===== config.mk =====
export PLATFORM = sky130hd
export DESIGN_NAME = block_ram_stream_port
export DESIGN_NICKNAME = d
export VERILOG_FILES = /design/src/rtl/block_ram_stream_port.sv
export SDC_FILE = /design/constraint.sdc
export NUM_CORES = 1
export LEC_CHECK = 0
export ABC_AREA = 1
export CORE_AREA = 3 3 40 42
export CTS_CLUSTER_DIAMETER = 120
export CTS_CLUSTER_SIZE = 16
export DETAILED_ROUTE_END_ITERATION = 8
export DIE_AREA = 0 0 43 45
export PLACE_DENSITY = 0.56
export SLEW_MARGIN = 10
export SYNTH_ARGS = -nofsm -noshare
export SYNTH_HDL_FRONTEND = slang
export SYNTH_SLANG_ARGS = --single-unit

===== constraint.sdc =====
create_clock -name CLK -period 3.4 [get_ports CLK]
set_input_delay 0.34 -clock CLK [delete_from_list [all_inputs] [get_ports CLK]]
set_output_delay 0.34 -clock CLK [all_outputs]
set_load 0.01 [all_outputs]

===== src/rtl/block_ram_stream_port.sv =====
// Valid/ready request/response front-end for a single-port, 1-cycle-latency block RAM.
// Optional macro BRAM_STREAM_WRITE_ACK_EN: writes take a credit and return an ack response (RESP_WACK=1).
module block_ram_stream_port #(
    parameter int ADDR_WIDTH = 1,
    parameter int DATA_WIDTH = 1
) (
    input  logic                  CLK,
    input  logic                  RESET,
    input  logic                  REQ_VALID,
    output logic                  REQ_READY,
    input  logic                  REQ_WE,
    input  logic [ADDR_WIDTH-1:0] REQ_ADDR,
    input  logic [DATA_WIDTH-1:0] REQ_DATA,
    output logic [ADDR_WIDTH-1:0] RAM_ADDR,
    output logic [DATA_WIDTH-1:0] RAM_DI,
    output logic                  RAM_WE,
    input  logic [DATA_WIDTH-1:0] RAM_DO,
    output logic                  RESP_VALID,
    input  logic                  RESP_READY,
`ifdef BRAM_STREAM_WRITE_ACK_EN
    output logic                  RESP_WACK,
`endif
    output logic [DATA_WIDTH-1:0] RESP_DATA
);

    // Handshake: a request transfers in a cycle with REQ_VALID && REQ_READY,
    // a response transfers in a cycle with RESP_VALID && RESP_READY.
    logic                  inflight_q;
    logic [1:0]            occ_q, occ_d;
    logic [DATA_WIDTH-1:0] head_q, head_d;
    logic [DATA_WIDTH-1:0] skid_q, skid_d;
    logic [DATA_WIDTH-1:0] push_data;
    logic [1:0]            pending;
    logic                  accept;
    logic                  issue;
    logic                  push;
    logic                  pop;
    logic                  resp_valid;

`ifdef BRAM_STREAM_WRITE_ACK_EN
    logic                  inflight_wack_q;
    logic [DATA_WIDTH-1:0] wdata_q;
    logic                  head_wack_q, head_wack_d;
    logic                  skid_wack_q, skid_wack_d;
    logic                  push_wack;
`endif

    assign pending    = occ_q + {1'b0, inflight_q};
    assign resp_valid = !RESET && (occ_q != 2'd0);
    assign pop        = resp_valid && RESP_READY;
    assign push       = inflight_q;

    // Credit: never let buffered plus in-flight responses exceed the two buffer slots.
    assign REQ_READY  = !RESET && ((pending < 2'd2) || ((pending == 2'd2) && pop));
    assign accept     = REQ_VALID && REQ_READY;

`ifdef BRAM_STREAM_WRITE_ACK_EN
    assign issue      = accept;
    assign push_data  = inflight_wack_q ? wdata_q : RAM_DO;
    assign push_wack  = inflight_wack_q;
    assign RESP_WACK  = head_wack_q;
`else
    assign issue      = accept && !REQ_WE;
    assign push_data  = RAM_DO;
`endif

    assign RAM_ADDR   = REQ_ADDR;
    assign RAM_DI     = REQ_DATA;
    assign RAM_WE     = accept && REQ_WE;
    assign RESP_VALID = resp_valid;
    assign RESP_DATA  = head_q;

    always_comb begin
        occ_d  = occ_q;
        head_d = head_q;
        skid_d = skid_q;
`ifdef BRAM_STREAM_WRITE_ACK_EN
        head_wack_d = head_wack_q;
        skid_wack_d = skid_wack_q;
`endif
        case ({push, pop})
            2'b10: begin
                if (occ_q == 2'd0) begin
                    head_d = push_data;
`ifdef BRAM_STREAM_WRITE_ACK_EN
                    head_wack_d = push_wack;
`endif
                end else begin
                    skid_d = push_data;
`ifdef BRAM_STREAM_WRITE_ACK_EN
                    skid_wack_d = push_wack;
`endif
                end
                occ_d = occ_q + 2'd1;
            end
            2'b01: begin
                head_d = skid_q;
`ifdef BRAM_STREAM_WRITE_ACK_EN
                head_wack_d = skid_wack_q;
`endif
                occ_d = occ_q - 2'd1;
            end
            2'b11: begin
                // Occupancy unchanged; with a single entry the new data bypasses the skid slot.
                if (occ_q == 2'd1) begin
                    head_d = push_data;
`ifdef BRAM_STREAM_WRITE_ACK_EN
                    head_wack_d = push_wack;
`endif
                end else begin
                    head_d = skid_q;
                    skid_d = push_data;
`ifdef BRAM_STREAM_WRITE_ACK_EN
                    head_wack_d = skid_wack_q;
                    skid_wack_d = push_wack;
`endif
                end
            end
            default: ;
        endcase
    end

    always_ff @(posedge CLK) begin
        if (RESET) begin
            inflight_q <= 1'b0;
            occ_q      <= 2'd0;
        end else begin
            inflight_q <= issue;
            occ_q      <= occ_d;
        end
    end

    // Payload registers need no reset: occupancy alone decides what is visible.
    always_ff @(posedge CLK) begin
        head_q <= head_d;
        skid_q <= skid_d;
`ifdef BRAM_STREAM_WRITE_ACK_EN
        head_wack_q     <= head_wack_d;
        skid_wack_q     <= skid_wack_d;
        inflight_wack_q <= REQ_WE;
        wdata_q         <= REQ_DATA;
`endif
    end

endmodule


Word level (Yosys, flattened, before mapping)
Cells that the tools add are included.
{"block": "op_classes", "n_reduce_logical": 17, "n_mux": 7, "eq_ne": 8, "order_cmp": 1, "div_mod_pow": 0, "n_addsub": 3, "n_shift": 0, "bitwise": 0, "multipliers": 0}
{"cell": "$logic_and 1x1->1", "n": 7}
{"cell": "$eq 2x2->1 const B", "n": 3}
{"cell": "$ne 2x2->1 const B", "n": 3}
{"cell": "$reduce_bool 2->1", "n": 3}
{"cell": "$eq 2x1->1 const B", "n": 2}
{"cell": "$mux 1", "n": 4}
{"cell": "$pmux 2 s2", "n": 1}
{"cell": "$pmux 1 s3", "n": 1}
{"cell": "$reduce_and 3->1", "n": 1}
{"cell": "$reduce_bool 3->1", "n": 1}
{"cell": "$add 2x1->2", "n": 1}
{"cell": "$add 2x1->2 const B", "n": 1}
{"cell": "$logic_not 1->1", "n": 2}
{"cell": "$logic_not 2->1", "n": 1}
{"cell": "$lt 2x2->1 const B", "n": 1}
{"cell": "$pmux 1 s2", "n": 1}
{"cell": "$reduce_and 2->1", "n": 1}
{"cell": "$sub 2x1->2 const B", "n": 1}
{"cell": "$logic_or 1x1->1", "n": 1}
{"block": "totals", "ramBits": 0, "romBits": 0, "latchBits": 0, "regBits": 5, "mem_count": 0, "elab_cells": 40}

Depth between registers and ports, before layout
Gate-level depths: netlist of the first run.
{"block": "logic_depth", "word_depth": 8, "ltp_mapped": 8}

Worst setup path before layout of the first run
No wires, ideal clock.
{"block": "synth_timing", "path_kind": "flip-flop to output port", "from": "register occ_q[1]", "to": "output port RAM_WE", "path_stages_with_launch": 8, "t_arrival_ps": 1208, "n_path_buf": 0, "slack_ps": 1852, "cell_sequence": "dfxtp_1 -> inv_1 -> ha_1 -> nor2_4 -> nand3b_1 -> nand2_1 -> nand3_1 -> nor2_1"}
{"block": "synth_between", "elab_chain_len": 8, "elab_cells_between_ends": 11}
{"element": "start, declared", "line": "29", "text": "logic [1:0] occ_q, occ_d;"}
{"element": "start signal, assigned", "line": "126", "text": "occ_q <= 2'd0;"}
{"element": "start signal, assigned", "line": "129", "text": "occ_q <= occ_d;"}
{"element": "$reduce_bool 2->1", "line": "49", "text": "assign resp_valid = !RESET && (occ_q != 2'd0);"}
{"element": "$logic_and 1x1->1", "line": "49"}
{"element": "via RESP_VALID", "line": "18", "text": "output logic RESP_VALID,"}
{"element": "$logic_and 1x1->1", "line": "50", "text": "assign pop = resp_valid && RESP_READY;"}
{"element": "$logic_and 1x1->1", "line": "54", "text": "assign REQ_READY = !RESET && ((pending < 2'd2) || ((pending == 2'd2) && pop));"}
{"element": "$logic_or 1x1->1", "line": "54"}
{"element": "$logic_and 1x1->1", "line": "54"}
{"element": "$logic_and 1x1->1", "line": "55", "text": "assign accept = REQ_VALID && REQ_READY;"}
{"element": "$logic_and 1x1->1", "line": "69", "text": "assign RAM_WE = accept && REQ_WE;"}
{"element": "end, declared", "line": "16", "text": "output logic RAM_WE,"}
The timed path passes the listed nets, and every way through them passes these cells.

Worst setup path after layout of the first run
{"block": "layout_timing", "from": "register occ_q[0]", "to": "output port RAM_WE"}
{"block": "layout_between", "elab_chain_len": 8, "elab_cells_between_ends": 11}
{"element": "parallel branches: the longest is 4 deep, another holds $add 2x1->2"}
{"element": "$logic_or 1x1->1 (*)", "line": "54"}
{"element": "$logic_and 1x1->1 (*)", "line": "54"}
{"element": "$logic_and 1x1->1 (*)", "line": "55"}
{"element": "$logic_and 1x1->1 (*)", "line": "69"}
Mark *: on every way between the ends.

==> flow_summary.ini, run 1 <==
[synth]
ys_warn_count = 0
synth_fp_nets = 56
seq_area_frac_synth_pct = 33.8
avgSynthCellArea_sq_um = 7.90
synth_cell_types = 16
syn_area_sq_um = 355
ys_ff_latch = 5
syn_inst = 45

[cells_and_area]
fin_util_pct = 37.0
instances_no_fill = 71
n_antenna_cell = 0
fin_area_sq_um = 475
area_growth_syn_to_layout_pct = 33.8
layout_common_cells = inv_1 (9), clkdlybuf4s50_1 (9), nand2_1 (6), a21oi_1 (4), nand3_1 (4)
nets = 68
drive_above_1_share_pct = 14.3

[power]
p_per_area_nw_per_um2 = 529
combPwrFrac_pct = 39.9
switchingPower_uw = 85.4
peakVddDrop_mv = 0.245
seqPwrFrac_pct = 32.7
power.internal_uw = 166
power.leakage_nw = 0.216
switching_share_pct = 34.0
clock_power_share_pct = 27.3

[floorplan]
io_pins = 14
rows = 13
coreArea_sq_um = 1280
die-area_sq_um = 1940
die_w_microns = 43
die_h_microns = 45
start_util_pct = 27.7

[hold_path]
hold_path.class = reg2reg

[worst_setup_path]
worstSetupEndpointType = output pin
cp-start-kind = flip-flop
critPathArrivalTime_ns = 1.95
r2r_slack_ns = 1.93
critical_path_class = reg2out
critPathMaxFanout = 5
required_ns = 3.06

[route]
wl_per_cell_microns = 9.03
via_count = 295
dr.pass1.iters = 1
drt_iter0_markers = 0
drt-vias-per-instance = 4.15
antenna_left = 0
wl_microns = 641
drc_errors = 0

[global_route]
grt_pass1_vias = 284
antenna_found_initial = 0
grt_overflow = 0
grt_usage_pct = 7.92
grt_max_degree = 6
grt_pass1_wl_microns = 1090

[clocking]
cts.clk_slew.worst_paths_ns = 0.04
cts.repair.resized = 0
cts.sinks = 5
cts_hold_buf = 0
postCtsSetupBuffers = 0
htreeDepth = 1
clockBufferDepth = 2
insertion_delay_ns = 0.24
cts_tree = yes
cts_made_buffers = 3
cts_root_buffer = clkbuf_4

[sta]
slew_headroom_pct = 84.8
fin_crit_ns = 2.29
rsz0062_at_grt = no
worstMarginPinSlew_ns = 0.228
finalSetupViolCount = 0
period_share_pct = 67.3
tns_ns = 0
report.final.slew_viol_count = 0
finClkSkew_ns = 0.00153
hold_viol = 0
fmax_mhz = 437
hold_ws_ns = 0.502

[place]
dpl.cell_count = 67
hpwl_microns = 562
numPortBuffers = 9
dpl_cell_area_sq_um = 449
gp_congestion = 0.761

[flow_run]
drv_cap = 0

[run_status]
status = finished, final reports clean
[cell type report]
type / count / area [sq um]
fillers: 141 / 810
multi-input cells: 29 / 186
flip-flops and latches: 5 / 120
repair buffers: 9 / 90.1
inverters: 9 / 33.8
clock buffers: 4 / 26.3
well taps: 15 / 18.8
[sequential cells by signal, summed over array words and instances, names as in the netlist]
signal	count
skid_q	1
RESP_DATA	1
inflight_q	1
occ_q	2
[critical path, stage by stage, from the launching register on]
cell and delay (ns):
dfxtp_1 0.36, inv_1 0.08, ha_1 0.24, nor2_4 0.15, nand3b_1 0.11, nand2_1 0.07, nand3_1 0.07, nor2_1 0.09
clkdlybuf4s50_1 0.53
[synth_stat cells, drive strengths merged]
cell / count / area (sq um)
a21oi: 4 / 20.0
buf: 2 / 15.0
dfxtp: 3 / 60.1
edfxtp: 2 / 60.1
ha: 3 / 37.5
inv: 9 / 33.8
nand2: 8 / 40.0
nand3: 6 / 40.0
nand3b: 1 / 7.51
nor2: 4 / 22.5
o21ai: 2 / 10.0
xor2: 1 / 8.76
[through the flow]
step / total power, mW / worst slack, ns
after floorplan: 0.153 / 1.85
after global placement: 0.186 / 1.14
after CTS: 0.257 / 1.07
final: 0.251 / 1.11
after global routing: 0.276 / 0.927
after detailed placement: 0.186 / 1.11
[power by group through the flow]
stage | registers, mW | clock network [mW] | logic (mW)
5_1_grt | 0.0841 | 0.0759 | 0.116
2_1_floorplan | 0.0829 | 0 | 0.0699
4_1_cts | 0.0827 | 0.0717 | 0.103
6_report | 0.0823 | 0.0686 | 0.100
3_3_place_gp | 0.0842 | 0 | 0.102
3_5_place_dp | 0.0838 | 0 | 0.102
[worst paths after layout]
kind / startpoint / end / depth (start not counted)
setup / recovery: occ_q[0]$_SDFFE_PP0P_ / RAM_WE / 8
hold / removal: occ_q[1]$_SDFFE_PP0P_ / occ_q[1]$_SDFFE_PP0P_ / 2
setup reg to reg: occ_q[0]$_SDFFE_PP0P_ / RESP_DATA$_DFFE_PP_ / 6
hold reg to reg: occ_q[1]$_SDFFE_PP0P_ / occ_q[1]$_SDFFE_PP0P_ / 2
[cells by family after synthesis]
| kind of cell | after synthesis | synth area share (%) |
|---|---|---|
| adder cells (fa/ha/maj) | 3 | 10.6 |
| AND/OR/NAND/NOR | 19 | 31.0 |
| AO/OA/AOI/OAI | 6 | 8.45 |
| XOR/XNOR | 1 | 2.47 |
| buffers and inverters | 11 | 13.7 |
| flip-flops | 5 | 33.8 |
[layer usage]
| metal | routed length, microns | part of all wire [%] | vias to the layer above | track usage [%] |
|---|---|---|---|---|
| li1 | - | - | 163 | - |
| met1 | 283 | 44 | 126 | 8.45 |
| met2 | 311 | 49 | 6 | 12.6 |
| met3 | 45 | 7.0 | 0 | 4.78 |
| met4 | 0 | 0 | 0 | 3.61 |
| met5 | 0 | 0 | - | 0 |
(Power assumes the default switching activity.)
==> inputs of run 2 (changes only) <==
Settings changed: PLACE_DENSITY 0.56 to 0.58.
Clock period 3.4 ns to 2.1 ns, I/O delays scaled along.
==> flow_summary.ini, run 2 (same netlist as run 1, synthesis figures left out) <==
[route]
via_count = 290
drc_errors = 0
drt_iter0_markers = 6
dr.pass1.iters = 3
wl_microns = 607
wl_per_cell_microns = 8.32
drt-vias-per-instance = 3.97
antenna_left = 0

[worst_setup_path]
crit_path_max_incr_delay_ns = 0.35
critPathMaxFanout = 5
crit_path_cell_trace = inv_1 -> ha_1 -> nor2_4 -> nand3b_1 -> nand2_1 -> nand3_1 -> nor2_1 -> dlygate4sd2_1
required_ns = 1.89
critPathSlowestCell = dfxtp_1
critical_path_class = reg2out
cp-start-kind = flip-flop
critPathArrivalTime_ns = 1.69
worstSetupEndpointType = output pin

[global_route]
grt_usage_pct = 7.85
grt_overflow = 0
grt_pass1_vias = 268
grt_max_degree = 6
antenna_found_initial = 0
grt_pass1_wl_microns = 1060

[sta]
finClkSkew_ns = 0.00177
slew_headroom_pct = 89.2
finalSetupViolCount = 0
hold_ws_ns = 0.420
tns_ns = 0
fmax_mhz = 527
report.final.slew_viol_count = 0
hold_viol = 0
fin_crit_ns = 1.90
rsz0062_at_grt = no
period_share_pct = 90.4
worstMarginPinSlew_ns = 0.161

[place]
dpl_cell_area_sq_um = 464
gp_congestion = 0.698
hpwl_microns = 510
numPortBuffers = 9

[cells_and_area]
final_common_cell = inv_1
drive_above_1_share_pct = 17.2
regMostFlops = occ_q
fill_cells = 135
largest_register_ffs = 2
n_antenna_cell = 0
layout_common_cells = inv_1 (9), clkdlybuf4s50_1 (7), nand2_1 (6), a21oi_1 (4), nand3_1 (4)
fin_area_sq_um = 488
area_growth_syn_to_layout_pct = 37.3
nets = 70

[power]
clock_power_share_pct = 27.7
power.leakage_nw = 0.233
seqPwrFrac_pct = 32.1
p_per_area_nw_per_um2 = 830
power.internal_uw = 268
peakVddDrop_mv = 0.459
combPwrFrac_pct = 40.2
switching_share_pct = 33.7
switchingPower_uw = 137

[flow_run]
drv_cap = 0

[clocking]
htreeDepth = 1
cts.sinks = 5
postCtsSetupBuffers = 0
cts_hold_buf = 0
cts_tree = yes
cts.clk_slew.worst_paths_ns = 0.04
insertion_delay_ns = 0.24
cts_made_buffers = 3
clockBufferDepth = 2
cts_root_buffer = clkbuf_4

[floorplan]
start_util_pct = 27.7
io_pins = 14
die_w_microns = 43
rows = 13
die-area_sq_um = 1940
die_h_microns = 45
coreArea_sq_um = 1280

[hold_path]
hold_path.class = in2out

[run_status]
status = finished, final reports clean
[run 2: cell count changes in the layout (fill, tap and decap cells not counted)]
cell             before  now
dlygate4sd2_1         0    2
clkdlybuf4s50_1       9    7
buf_4                 0    2
[run 2: repair_timing]
item,in CTS,in global routing
gates resized for setup,2,0
endpoints found under the hold margin,0,0
setup endpoints to repair,2,0
[run 2: power by group through the flow]
stage,combinational (mW),clock [mW],sequential [mW]
final,0.163,0.112,0.130
after global routing,0.189,0.126,0.132
after CTS,0.166,0.116,0.130
after detailed placement,0.170,0,0.132
after global placement,0.169,0,0.132
after floorplan,0.113,0,0.134
[run 2: final timing paths]
| check | to | slack (ns) | start | cells after the start |
|---|---|---|---|---|
| max | RAM_WE | 0.20 | occ_q[0]$_SDFFE_PP0P_ | 8 |
| min reg2reg | occ_q[1]$_SDFFE_PP0P_ | 0.50 | occ_q[1]$_SDFFE_PP0P_ | 2 |
| min | RAM_ADDR | 0.42 | REQ_ADDR | 0 |
| max reg2reg | RESP_DATA$_DFFE_PP_ | 0.66 | occ_q[0]$_SDFFE_PP0P_ | 6 |
[run 2: worst max-delay path, delay by kind of cell, from the launching register on]
family                     cells  cell delay, ns
and+or+nand+nor                5            0.52
adders and majority gates      1            0.24
buffers and inverters          2            0.35
DFF                            1            0.35
[run 2: cell type report]
cell class / instances / area, sq um / area share [%]
Multi-Input combinational cell: 29 / 186 / 38.2
Sequential cell: 5 / 120 / 24.6
Timing Repair Buffer: 11 / 103 / 21.0
Inverter: 9 / 33.8 / 6.92
Clock buffer: 4 / 26.3 / 5.38
Tap cell: 15 / 18.8 / 3.85
[run 2: routing by layer]
layer / share of wire [%] / vias up / global-route usage, % / wire length, microns
li1: - / 169 / - / -
met1: 49 / 112 / 9.22 / 296
met5: 0 / - / 0 / 0
met3: 12 / 0 / 7.57 / 71
met2: 40 / 9 / 11.1 / 240
met4: 0 / 0 / 0 / 0
[run 2: per-stage QoR]
stage | util (%) | setup WS (ns) | power, mW | cells
after floorplan | - | 0.682 | 0.247 | 45
after global placement | 36.1 | 0.103 | 0.301 | 69
final | 38.0 | 0.202 | 0.405 | 73
after global routing | 38.0 | 0.0101 | 0.448 | 73
after detailed placement | 36.1 | 0.0973 | 0.302 | 69
after CTS | 38.0 | 0.172 | 0.413 | 73
